===== src/rtl/vga_layer_mixer_pkg.sv =====
// Shared definitions for the VGA layer mixer: fade FSM state encoding and
// the default pixel width used by the page renderers.
package vga_layer_mixer_pkg;

  localparam int COLOR_W_DEFAULT = 24;

  typedef enum logic [1:0] {
    IDLE     = 2'd0,
    FADE_OUT = 2'd1,
    FADE_IN  = 2'd2
  } fade_state_t;

endpackage


===== src/rtl/vga_fade_scaler.sv =====
// Per-channel brightness scaler: out = (ch * level) >> SHIFT.
// level ranges 0..2**SHIFT, so the result never exceeds ch and fits CH_W bits.
module vga_fade_scaler #(
  parameter int CH_W  = 8,
  parameter int SHIFT = 4
) (
  input  logic [CH_W-1:0] ch,
  input  logic [SHIFT:0]  level,
  output logic [CH_W-1:0] scaled
);

  // Multiply-shift with a product one bit wider than ch*level strictly needs.
  function automatic logic [CH_W-1:0] fade_scale(input logic [CH_W-1:0] c,
                                                 input logic [SHIFT:0]  lv);
    logic [CH_W+SHIFT:0] prod;
    prod = {{(SHIFT+1){1'b0}}, c} * {{CH_W{1'b0}}, lv};
    return CH_W'(prod >> SHIFT);
  endfunction

  assign scaled = fade_scale(ch, level);

endmodule


===== src/rtl/vga_layer_mixer.sv =====
// Priority layer compositor with frame-counted fade-out / mode swap / fade-in.
// pos_data follows pos_x/pos_y by exactly two vga_clk cycles.
module vga_layer_mixer
  import vga_layer_mixer_pkg::*;
#(
  parameter int                   NUM_LAYERS  = 4,
  parameter int                   COLOR_W     = COLOR_W_DEFAULT,
  parameter int                   MODE_W      = 8,
  parameter int                   FADE_FRAMES = 16,
  parameter logic [COLOR_W-1:0]   BG_COLOR    = 24'hFFFFFF,
  parameter logic [MODE_W-1:0]    RESET_MODE  = 8'h00
) (
  input  logic                          vga_clk,
  input  logic                          rst_n,
  input  logic [9:0]                    pos_x,
  input  logic [9:0]                    pos_y,
  input  logic [MODE_W-1:0]             mode,
  input  logic [NUM_LAYERS-1:0]         layer_en,
  input  logic [NUM_LAYERS*COLOR_W-1:0] layer_data,
  output logic [MODE_W-1:0]             mode_shown,
  output logic                          fade_busy,
  output logic [COLOR_W-1:0]            pos_data
);

  localparam int SHIFT = $clog2(FADE_FRAMES);
  localparam int LVL_W = SHIFT + 1;
  localparam int CH_W  = COLOR_W / 3;
  localparam logic [LVL_W-1:0] LVL_FULL = LVL_W'(FADE_FRAMES);

  fade_state_t        state;
  logic [LVL_W-1:0]   level;
  logic [MODE_W-1:0]  pending;
  logic               raw, raw_q, tick;

  logic [COLOR_W-1:0] sel_color_p0;
  logic [COLOR_W-1:0] sel_color_p1;
  logic [LVL_W-1:0]   sel_level_p1;
  logic [COLOR_W-1:0] scaled_p1;

  assign raw  = (pos_x == 10'd0) && (pos_y == 10'd0);
  assign tick = raw && !raw_q;

  // Lowest-index enabled layer wins; background when none is enabled.
  always_comb begin
    sel_color_p0 = BG_COLOR;
    for (int i = NUM_LAYERS - 1; i >= 0; i--) begin
      if (layer_en[i]) sel_color_p0 = layer_data[i*COLOR_W +: COLOR_W];
    end
  end

  // ---- stage 1: selected colour and the level it will be scaled by ----
  // Register the selected colour together with the current fade level.
  always_ff @(posedge vga_clk) begin
    if (!rst_n) begin
      sel_color_p1 <= '0;
      sel_level_p1 <= '0;
    end else begin
      sel_color_p1 <= sel_color_p0;
      sel_level_p1 <= level;
    end
  end

  genvar c;
  generate
    for (c = 0; c < 3; c++) begin : g_ch
      vga_fade_scaler #(
        .CH_W  (CH_W),
        .SHIFT (SHIFT)
      ) u_scaler (
        .ch     (sel_color_p1[c*CH_W +: CH_W]),
        .level  (sel_level_p1),
        .scaled (scaled_p1[c*CH_W +: CH_W])
      );
    end
  endgenerate

  // ---- stage 2: faded pixel out ----
  // Register the scaled pixel as the module output.
  always_ff @(posedge vga_clk) begin
    if (!rst_n) pos_data <= '0;
    else        pos_data <= scaled_p1;
  end

  // Fade FSM: mode comparison outranks a coincident frame tick.
  always_ff @(posedge vga_clk) begin
    if (!rst_n) begin
      state      <= IDLE;
      level      <= LVL_FULL;
      mode_shown <= RESET_MODE;
      pending    <= RESET_MODE;
      fade_busy  <= 1'b0;
      raw_q      <= 1'b1;
    end else begin
      raw_q <= raw;
      case (state)
        IDLE: begin
          if (mode != mode_shown) begin
            pending   <= mode;
            state     <= FADE_OUT;
            fade_busy <= 1'b1;
          end
        end
        FADE_OUT: begin
          pending <= mode;
          if (mode == mode_shown) begin
            state <= FADE_IN;
          end else if (tick) begin
            if (level != '0) begin
              level <= level - 1'b1;
            end else begin
              mode_shown <= pending;
              state      <= FADE_IN;
            end
          end
        end
        FADE_IN: begin
          if (mode != mode_shown) begin
            pending <= mode;
            state   <= FADE_OUT;
          end else if (tick) begin
            if (level != LVL_FULL) begin
              level <= level + 1'b1;
            end else begin
              state     <= IDLE;
              fade_busy <= 1'b0;
            end
          end
        end
        default: begin
          state     <= IDLE;
          fade_busy <= 1'b0;
        end
      endcase
    end
  end

endmodule


===== config.mk =====
export PLATFORM = sky130hd
export DESIGN_NAME = vga_layer_mixer
export DESIGN_NICKNAME = d
export VERILOG_FILES = /design/src/rtl/vga_layer_mixer_pkg.sv /design/src/rtl/vga_fade_scaler.sv /design/src/rtl/vga_layer_mixer.sv
export SDC_FILE = /design/constraint.sdc
export NUM_CORES = 1
export LEC_CHECK = 0
export CORE_AREA = 2 2 117 119
export DETAILED_ROUTE_END_ITERATION = 10
export DIE_AREA = 0 0 119 121
export PLACE_DENSITY = 0.86
export SETUP_SLACK_MARGIN = 0.1
export SLEW_MARGIN = 5
export SYNTH_ARGS = -nofsm -noshare
export SYNTH_HDL_FRONTEND = slang
export SYNTH_SLANG_ARGS = --single-unit

===== constraint.sdc =====
create_clock -name vga_clk -period 5.48 [get_ports vga_clk]
set_clock_uncertainty 0.1 [all_clocks]
set_input_delay 1.096 -clock vga_clk [delete_from_list [all_inputs] [get_ports vga_clk]]
set_output_delay 1.096 -clock vga_clk [all_outputs]
set_load 0.01 [all_outputs]

======== Word level (Yosys, flattened, before mapping) ========
Cells that the tools add are included.
storage, ports and cells
  flip-flop bits (word level) ............. 78
  logic and storage cells ................. 76
cells by class
  $add $sub $neg .......................... 2
  multiply operators ...................... 3
  equal/unequal tests ..................... 18
  muxes and demuxes ....................... 26
  bitwise gates (word level) .............. 3
  reductions and logical operators ........ 15
operators with widths
  kind                 count
  $mux 24              4
  $mul 8x5->12         3
  $mux 5               6
  $logic_not 10->1     2
  $ne 2x2->1 const B   8
  $pmux 8 s2           1
  $mux 2               7
  $ne 3x3->1 const B   4
  $pmux 5 s2           1
  $reduce_and 5->1     2
  $eq 8x8->1           1
  $mux 8               1
  $ne 8x8->1           1
  $reduce_and 7->1     1
  $pmux 2 s3           1
  $add 5x1->5 const B  1
  $ne 5x5->1 const B   1
  $reduce_bool 5->1    1
  $sub 5x1->5 const B  1
  $mux 1               4
  $reduce_and 4->1     1
  $reduce_bool 2->1    2
  $not 1->1            3
  $pmux 1 s3           1
  other kinds (8)      9

======== Longest topological paths before layout ========
Gate-level depths: netlist (run 1).
  word-level depth ........................ 6
  mapped depth ............................ 14

======== Modules after synthesis ========
Synthesis (run 1) repeated with hierarchy kept, for this count alone.
second synthesis, totals
  cell total of the unflattened synthesis .. 792
  area, all modules ....................... 6671.4 µm²
modules (own cells, without submodules)
  module                              instances  cells each  area each (µm²)  sequential area each (µm²)
  vga_layer_mixer                     1          367         3300.7           1561.5
  vga_fade_scaler (g_ch[0].u_scaler)  1          145         1141.1           0.0
  vga_fade_scaler (g_ch[1].u_scaler)  1          140         1117.3           0.0
  vga_fade_scaler (g_ch[2].u_scaler)  1          140         1112.3           0.0

======== Worst setup path after synthesis (run 1) ========
OpenSTA, ideal clock, no wires.
  kind .................................... register -> register
  start point ............................. reg sel_level_p1[2]
  end point ............................... reg pos_data[23]
  arrival time ............................ 3.600 ns
  required time ........................... 5.252 ns
  path slack .............................. 1.652 ns
  cell stages (with the launch flop) ...... 14
  buffers on the path ..................... 1
  path through ............................ dfxtp_1 clkbuf_1 and2_1 fa_1 fa_1 inv_1 fa_1 inv_1 ha_1 a21oi_1 a21oi_1 a2111oi_2 mux2i_1 o211ai_1
between the ends
  longest elaborated chain between the ends .. 1
RTL lines
  item                    RTL line               source
  start, declared         vga_layer_mixer.sv:37  logic [LVL_W-1:0] sel_level_p1;
  start signal, assigned  vga_layer_mixer.sv:59  sel_level_p1 <= level;
  $mul 8x5->12            vga_fade_scaler.sv:16  prod = {{(SHIFT+1){1'b0}}, c} * {{CH_W{1'b0}}, lv};
  end signal, assigned    vga_layer_mixer.sv:81  else pos_data <= scaled_p1;
  end, declared           vga_layer_mixer.sv:22  output logic [COLOR_W-1:0] pos_data
Every way passes these cells.
A chain may end at the register's enable or synchronous reset.

======== Worst setup path after layout (run 1) ========
  start point ............................. reg sel_level_p1[2]
  end point ............................... reg pos_data[15]
The elaborated chain is that of the path after synthesis.

==> results of run 1 <==
-- tightest hold or removal path, delay by kind of cell, from the launching register on --
kind	cells	cell delay [ns]
mux	1	0.05
flops	1	0.31
simple gates	1	0.05
-- metal layers --
layer	GRT usage, %	vias up
li1	-	2841
met1	28.7	2684
met2	39.2	182
met3	3.48	18
met4	6.85	0
met5	0	-
-- where the power goes --
part | leakage [nW] | total, mW | switching (mW) | internal [mW]
sequential | 0.641 | 0.620 | 0.0280 | 0.592
clock | 0.163 | 0.661 | 0.255 | 0.406
combinational | 3.08 | 0.252 | 0.102 | 0.150
total | 3.88 | 1.53 | 0.385 | 1.15
-- worst paths after layout --
path	from	end	slack, ns	cells past startpoint
setup / recovery	sel_level_p1[2]	pos_data[15]	1.12	12
hold reg to reg	pending[6]	mode_shown[6]	0.36	2
setup reg to reg	sel_level_p1[2]	pos_data[15]	1.12	12
hold / removal	pending[6]	mode_shown[6]	0.36	2
-- final cells by class --
cell class              count  area (µm²)  area share, %
flip-flops and latches     78        1560           18.1
inverters                  78         293           3.40
clock buffers               9         225           2.61
well taps                 176         220           2.56
clock inverters             7         103           1.19
multi-input cells         576        4560           52.9
repair buffers            166        1650           19.2
-- kinds of logic after synthesis --
logic type,count (synthesis),synth area share [%]
simple gates,292,22.4
compound gates,103,10.2
fa+ha+maj,106,25.9
flops,78,23.9
xor+xnor,28,3.96
mux,47,7.34
buf+inv,111,6.44
-- layout by cell type, fill, tap and decap left out, drive strengths merged, types with 19 or more instances in the layout --
cell type      Yosys  layout
xnor2             19      19
nand2            101     101
dfxtp             78      78
o21ai             31      31
o22ai             24      24
inv               78      82
clkdlybuf4s50      0     162
fa                49      49
and2              78      78
ha                57      57
mux2i             45      45
nor2              50      50
-- registers in the layout (all words and copies together) (netlist names) --
register,cells
pos_data,24
sel_color_p1,24
mode_shown,8
pending,8
level,5
sel_level_p1,5
state,2
fade_busy,1
raw_q,1
-- synth_stat cells, types with 2 or more instances --
library cell	instances	area (µm²)
nor3_1	9	45.0
ha_1	57	713
mux2_4	2	30.0
a21o_1	3	22.5
a32oi_1	2	17.5
o211ai_1	4	30.0
o21a_1	2	15.0
clkbuf_1	28	105
or2_2	2	12.5
nand4_2	2	25.0
inv_1	78	293
nand4_1	8	50.1
dfxtp_1	78	1560
o21bai_1	3	22.5
nand2b_1	2	12.5
and2_1	78	488
xor2_1	8	70.1
mux2i_1	45	450
fa_1	49	981
and3_1	2	12.5
or3_1	5	31.3
a31o_2	3	26.3
a31oi_1	4	25.0
buf_1	3	11.3
nand2_1	101	379
a211oi_1	2	15.0
xnor2_1	19	166
o21ai_0	31	155
nor2b_1	2	12.5
nor3b_1	9	67.6
nand3_1	11	55.1
o22ai_1	24	150
nor2_1	50	188
o2111ai_1	3	26.3
a21oi_1	15	75.1
nor4_1	7	43.8
-- through the flow --
stage	power (mW)	utilization [%]	hold slack [ns]	cells
2_1_floorplan	0.737	-	0.338	765
3_3_place_gp	0.878	63.3	0.348	1074
3_5_place_dp	0.884	63.3	0.357	1074
4_1_cts	1.55	65.8	0.366	1090
5_1_grt	1.60	65.8	0.377	1090
6_report	1.53	65.8	0.362	1090
==> results.ini, run 1 <==
[synthesis]
syn_nets = 1001
synth_edf_count = 0
synth_area_mm2 = 0.00655
avgSynthCellArea_um2 = 8.56
yosys_warnings = 0
ys_seq_elements = 78
synth-async-reset-ratio_pct = 0
synth-seq-area-share_pct = 23.9
yosysUniqueCellTypes = 50
postSynthCellCount = 765
synth_ff_type = dfxtp_1

[floorplanning]
die_h_um = 121
fp-row-count = 42
io_pins = 163
die_w_um = 119
start_util_pct = 50.0
coreArea_mm2 = 0.0131
die_area_mm2 = 0.0144

[finish]
area_delta_synth_final_pct = 31.6
fill_cells = 1055
final_cell_area_mm2 = 0.00862
drive_above_1_share_pct = 3.94
insertedDiodeCount = 0
nNetsFinal = 1145

[timing]
finalCriticalPeriod_ns = 4.36
drv_slew = 0
setup_viol = 0
rsz0062_at_grt = no
fin_ws_ns = 1.12
max_freq_mhz = 229
period_share_pct = 79.6
tightest_slew_ns = 0.862
fin_setup_tns_ns = 0
slew_headroom_pct = 42.5
hold_viol = 0

[critical_path]
critical_path.max_fanout = 24
cp-end-kind = register
cp.arrival_ns = 4.54
critPathRequiredTime_ns = 5.66
crit_chain = and2_1 > fa_1 > fa_1 > inv_1 > fa_1 > inv_1 > ha_1 > nand2_1 > nor3_1 > o2111ai_1 > a32oi_1 > mux2i_1
start_kind = register
crit_family = adder cells
slowest_delay_ns = 0.79
path_buf_inv = 2
cp_slowest_cell = dfxtp_1
path_class = register to register
crit_top_cell = fa_1

[routing]
wire_per_inst_um = 14.1
dr.pass1.iters = 5
num_vias = 5725
m1WireLength_um = 6720
wl_um = 15400
wl_met2_um = 7680
vias_per_cell = 5.25
drt_drc_violations_left = 0
dr_wl_met3_um = 752
drt_iter0_drc = 224
ant_nets = 0
highest_layer = met4

[cts]
cts_hold_buf = 0
post_cts_buffers = 0
cts.path.max_buffers = 2
numCtsBuffers = 9
clock_latency_ns = 0.34
cts.sinks = 78
cts_resized = 0
path_clk_slew_ns = 0.07
cts_tree = built
clockRootBuffer = clkbuf_16
htreeDepth = 3

[grt]
grt_overflow = 0
antenna_found_initial = 0
grt_pass1_vias = 5627
grt_pass1_wl_um = 26200
grt_max_degree = 49
grt_usage_pct = 22.4

[placement]
gp_congestion = 0.818
dpl_cell_area_mm2 = 0.00829
place_ws_ns = 1.21
io_buffer_count = 162
hpwl_um = 12000

[power]
ir_worst_vdd_v = 0.000152
cellPowerDensity_mw_per_mm2 = 178
p_leak_nw = 3.88

[worst_hold_path]
hp-class = register to register

[status]
status = complete, no violations

[run]
drv_cap = 0

Note: power is estimated with default switching activity, not from simulation.
==> run 2, diff against run 1 <==
clock period = 4.58 ns   (was 5.48 ns; I/O delays follow)
==> results.ini, run 2 (same netlist as run 1, synthesis figures left out) <==
[status]
status = complete, no violations

[finish]
nNetsFinal = 1150  ; +0.44%
drive_above_1_share_pct = 4.46  ; +0.52 points
top_regs = pos_data x24, sel_color_p1 x24
area_delta_synth_final_pct = 31.6  ; about the same
final_common_cell = clkdlybuf4s50_1
final_cell_mix = clkdlybuf4s50_1 (162), nand2_1 (101), and2_1 (78), dfxtp_1 (78), inv_1 (77)
fill_cells = 1019  ; -3.4%
insertedDiodeCount = 0  ; unchanged

[cts]
cts.sinks = 78  ; unchanged
cts_hold_buf = 0  ; unchanged
path_clk_slew_ns = 0.07  ; about the same
cts_tree = built
clockRootBuffer = clkbuf_16
clock_latency_ns = 0.34  ; about the same
htreeDepth = 3  ; unchanged
cts.path.max_buffers = 2  ; unchanged
post_cts_buffers = 0  ; unchanged
cts_resized = 0  ; unchanged
numCtsBuffers = 9  ; unchanged

[run]
drv_cap = 0  ; unchanged

[critical_path]
path_buf_inv = 2  ; unchanged
crit_family = adder cells
cp_slowest_cell = dfxtp_1
r2r-start = sel_level_p1[2]
crit_chain = buf_4 > nand2_1 > fa_1 > fa_1 > fa_1 > inv_1 > ha_1 > nand2_1 > nor3_1 > o2111ai_1 > a32oi_1 > mux2i_1
crit_top_cell = fa_1
slowest_delay_ns = 0.61  ; -0.18 ns
rr_worst_depth = 12  ; unchanged
critPathRequiredTime_ns = 4.76  ; -0.90 ns
path_depth = 12  ; unchanged
r2r_setup_slack_ns = 0.40  ; -0.72 ns
cp.arrival_ns = 4.36  ; -0.18 ns
start_kind = register
path_class = register to register
r2r-end = pos_data[15]
critical_path.max_fanout = 18  ; -25%
cp-end-kind = register

[routing]
wire_per_inst_um = 14.3  ; +1.6%
num_vias = 5749  ; +0.42%
dr.pass1.iters = 5  ; unchanged
wl_um = 15700  ; +2.0%
drt_drc_violations_left = 0  ; unchanged
ant_nets = 0  ; unchanged
vias_per_cell = 5.25  ; about the same
drt_iter0_drc = 199  ; -11%

[timing]
setup_viol = 0  ; unchanged
rsz0062_at_grt = no
tightest_slew_ns = 0.863  ; +0.000915 ns
slew_headroom_pct = 42.5  ; -0.061 points
drv_slew = 0  ; unchanged
period_share_pct = 91.3  ; +12 points
fin_setup_tns_ns = 0  ; unchanged
max_freq_mhz = 239  ; +4.2%
fin_ws_ns = 0.397  ; -0.723 ns
finalCriticalPeriod_ns = 4.18  ; -0.177 ns
hold_viol = 0  ; unchanged

[placement]
place_ws_ns = 0.430  ; -0.778 ns
hpwl_um = 12400  ; +2.7%
io_buffer_count = 162  ; unchanged
gp_congestion = 0.849  ; +3.9%

[worst_hold_path]
hp-class = register to register
min-delay-start = pending[3]
hold_depth = 2  ; unchanged
hold_end = mode_shown[3]

[grt]
grt_overflow = 0  ; unchanged
grt_max_degree = 47  ; -4.1%
antenna_found_initial = 0  ; unchanged
grt_pass1_vias = 5928  ; +5.3%
grt_usage_pct = 23.2  ; +0.72 points
grt_pass1_wl_um = 27000  ; +3.0%

[floorplanning]
io_pins = 163  ; unchanged
die_h_um = 121  ; unchanged
coreArea_mm2 = 0.0131  ; unchanged
start_util_pct = 50.0  ; unchanged
die_area_mm2 = 0.0144  ; unchanged
die_w_um = 119  ; unchanged
fp-row-count = 42  ; unchanged

[power]
cellPowerDensity_mw_per_mm2 = 202  ; +14%
ir_worst_vdd_v = 0.000226  ; +49%
p_leak_nw = 3.88  ; -0.11%

[run 2: cell count changes in the layout (fill, tap and decap cells not counted)]
cell	before	now
clkinv_2	1	0
buf_4	4	9
inv_8	1	2
clkinvlp_4	0	3
inv_6	3	2
bufinv_16	2	0
[run 2: how the worst max path moves through the flow]
stage	slack [ns]	end	startpoint
final	0.40	pos_data[15]	sel_level_p1[2]
after global routing	0.12	pos_data[15]	sel_level_p1[2]
after CTS	0.39	pos_data[15]	sel_level_p1[2]
after detailed placement	0.43	pos_data[23]	sel_level_p1[2]
after global placement	0.56	pos_data[15]	sel_level_p1[2]
after floorplan	0.75	pos_data[23]	sel_level_p1[2]
[run 2: layout make-up]
type,count,area (µm²),area share (%)
multi-input cells,576,4560,53.0
repair buffers,171,1690,19.6
flip-flops and latches,78,1560,18.1
inverters,78,293,3.40
clock buffers,9,225,2.61
well taps,176,220,2.56
clock inverters,7,62.6,0.726
[run 2: routing by layer]
metal	up-vias	wire length (µm)	track usage, %
li1	2844	-	-
met1	2688	6450	27.7
met2	195	8000	41.8
met3	22	922	4.70
met4	0	296	7.37
met5	-	0	0
[run 2: metrics by stage]
step                      power (mW)  utilization (%)  instance area, µm²  cells  hold WS (ns)
final                           1.74             65.8                8610   1095         0.361
after global routing            1.82             65.8                8610   1095         0.396
after CTS                       1.76             65.8                8610   1095         0.368
after detailed placement        1.06             63.6                8330   1079         0.354
after global placement          1.05             63.6                8330   1079         0.350
after floorplan                0.882                -                6550    765         0.338
[run 2: power breakdown]
group	total [mW]	switching (mW)	internal (mW)
clock	0.698	0.320	0.378
combinational	0.302	0.122	0.181
sequential	0.741	0.0330	0.708
[run 2: worst min-delay path: cells and delay by family (launching register included)]
family        cells  cell delay, ns
flops             1            0.31
simple gates      1            0.05
mux               1            0.05
==> run 3, diff against run 2 <==
CORE_AREA = 2 2 123 125   (was 2 2 117 119)
DIE_AREA = 0 0 125 127   (was 0 0 119 121)
PLACE_DENSITY = 0.82   (was 0.86)
clock period = 3.6 ns   (was 4.58 ns; I/O delays follow)
==> results.ini, run 3 (same netlist as run 1, synthesis figures left out) <==
[critical_path]
critPathRequiredTime_ns = 3.74  ; -1.02 ns
rr_worst_depth = 15  ; +3
start_kind = register
worstSetupStartpoint = sel_level_p1[2]
r2r-end = pos_data[20]
path_depth = 15  ; +3
cp_slowest_cell = fa_1
path_buf_inv = 5  ; +3
cp-end-kind = register
critical_path.max_fanout = 5  ; -13
r2r-start = sel_level_p1[2]
crit_top_cell = buf_4
cp.arrival_ns = 3.82  ; -0.54 ns
crit_chain = buf_6 > nand2_4 > fa_1 > fa_2 > fa_1 > inv_2 > ha_4 > nand4_1 > buf_4 > buf_4 > buf_4 > o2111ai_2 > a31oi_1 > xor2_1 > nor2_1
cp-endpoint = pos_data[20]
crit_family = adder cells
r2r_setup_slack_ns = -0.08  ; -0.48 ns
slowest_delay_ns = 0.56  ; -0.05 ns
path_class = register to register

[power]
sw_frac_of_total_pct = 27.4  ; +0.15 points
p_leak_nw = 4.12  ; +6.2%
cellPowerDensity_mw_per_mm2 = 241  ; +19%
ir_worst_vdd_v = 0.000205  ; -9.3%
combPwrFrac_pct = 19.0  ; +1.6 points
p_sw_uw = 613  ; +29%
pwr-share-clk_pct = 39.3  ; -0.8 points
power.internal_mw = 1.62  ; +28%
p_seq_share_pct = 41.7  ; -0.8 points

[routing]
vias_per_cell = 5.18  ; -1.3%
dr_wl_met3_um = 662  ; -28%
ant_nets = 0  ; unchanged
drt_drc_violations_left = 0  ; unchanged
num_vias = 5917  ; +2.9%
wire_per_inst_um = 15.3  ; +6.7%
m1WireLength_um = 7410  ; +15%
wl_um = 17400  ; +11%
highest_layer = met4
dr.pass1.iters = 5  ; unchanged
drt_iter0_drc = 353  ; +77%
wl_met2_um = 8860  ; +11%

[timing]
finalCriticalPeriod_ns = 3.68  ; -0.503 ns
drv_slew = 0  ; unchanged
setup_viol = 7  ; +7
period_share_pct = 102  ; +11 points
hold_viol = 0  ; unchanged
slew_headroom_pct = 54.2  ; +12 points
max_freq_mhz = 272  ; +14%
fin_ws_ns = -0.0797  ; -0.477 ns
rsz0062_at_grt = yes
tightest_slew_ns = 0.686  ; -0.176 ns

[status]
status = finished, violations left
violations = setup timing

[finish]
insertedDiodeCount = 0  ; unchanged
nNetsFinal = 1189  ; +3.4%
top_regs = pos_data x24, sel_color_p1 x24
drive_above_1_share_pct = 14.1  ; +9.6 points
final_cell_mix = clkdlybuf4s50_1 (162), nand2_1 (97), and2_1 (73), dfxtp_1 (73), inv_1 (72)
final_common_cell = clkdlybuf4s50_1
instances_no_fill = 1142  ; +4.3%
area_delta_synth_final_pct = 41.9

[placement]
place_ws_ns = -0.0862  ; -0.516 ns
dp.cells = 1114  ; +3.2%
gp_congestion = 0.909  ; +7.0%
io_buffer_count = 162  ; unchanged
hpwl_um = 13000  ; +5.2%

[cts]
path_clk_slew_ns = 0.07  ; about the same
clock_latency_ns = 0.34  ; about the same
cts_tree = built
numCtsBuffers = 9  ; unchanged
htreeDepth = 3  ; unchanged
clockRootBuffer = clkbuf_16
cts.sinks = 78  ; unchanged
cts.path.max_buffers = 2  ; unchanged

[floorplanning]
io_pins = 163  ; unchanged
die_area_mm2 = 0.0159  ; +10%
fp-row-count = 44  ; +4.8%
start_util_pct = 45.4  ; -4.6 points
die_h_um = 127  ; +5.0%
die_w_um = 125  ; +5.0%
coreArea_mm2 = 0.0144  ; +10%

[grt]
grt_pass1_vias = 6107  ; +3.0%
grt_max_degree = 39  ; -17%
grt_pass1_wl_um = 28300  ; +5.1%
grt_usage_pct = 21.6  ; -1.5 points
antenna_found_initial = 0  ; unchanged
grt_overflow = 0  ; unchanged

[worst_hold_path]
hp-class = register to register

[run]
drv_cap = 0  ; unchanged

==> run 3: cell types whose count changed in the layout (fill, tap and decap cells not counted), moves of 6 or more <==
cell     previous run  this run
buf_4               9        41
ha_4                0         8
a21oi_1            15         9
buf_6               0         6
ha_1               57        49
==> run 3: area by class of cell <==
class | count | area, µm²
fillers | 1157 | 5140
well taps | 184 | 230
multi-input cells | 576 | 4890
clock buffers | 9 | 225
repair buffers | 210 | 2020
flip-flops and latches | 78 | 1580
clock inverters | 7 | 56.3
inverters | 78 | 293
==> run 3: repair_timing <==
| item | CTS | global route |
|---|---|---|
| resized for setup | 23 | 46 |
| pin swaps | 7 | 33 |
| hold buffers | 0 | 0 |
| buffers inserted | 4 | 9 |
| setup endpoints to repair | 15 | 18 |
==> run 3: power groups by stage <==
stage / Sequential, mW / Combinational, mW / Clock (mW)
after detailed placement: 0.954 / 0.407 / 0
after global placement: 0.953 / 0.397 / 0
after global routing: 0.938 / 0.467 / 0.928
after CTS: 0.933 / 0.414 / 0.885
after floorplan: 0.947 / 0.181 / 0
final: 0.934 / 0.425 / 0.879
==> run 3: per-stage QoR <==
step	cell area, µm²	hold slack [ns]	power [mW]	utilization [%]	TNS, ns
3_3_place_gp	8600	0.348	1.35	59.6	0
6_report	9290	0.356	2.24	64.4	-0.378
3_5_place_dp	8600	0.351	1.36	59.6	-0.243
4_1_cts	9010	0.357	2.23	62.5	-0.222
5_1_grt	9290	0.382	2.33	64.4	-2.07
2_1_floorplan	6650	0.338	1.13	-	0
==> run 3: metal layers <==
layer | up-vias | global-route usage [%]
met4 | 0 | 8.37
met5 | - | 0
met1 | 2786 | 25.9
met2 | 163 | 39.0
met3 | 37 | 3.60
li1 | 2931 | -
==> run 3: tightest hold or removal path, cell delays in order (launching register included) <==
cell and delay, ns:
dfxtp_1 0.31, nand2_1 0.05, mux2i_1 0.05
==> run 3: how the worst min path moves through the flow <==
stage                     startpoint            end  slack, ns  cells past startpoint
after global routing      pending[2]  mode_shown[2]       0.38                      2
after detailed placement  pending[7]  mode_shown[7]       0.35                      2
after CTS                 pending[7]  mode_shown[7]       0.36                      2
after global placement    pending[3]  mode_shown[3]       0.35                      2
final                     pending[7]  mode_shown[7]       0.36                      2
after floorplan           pending[3]  mode_shown[3]       0.34                      2
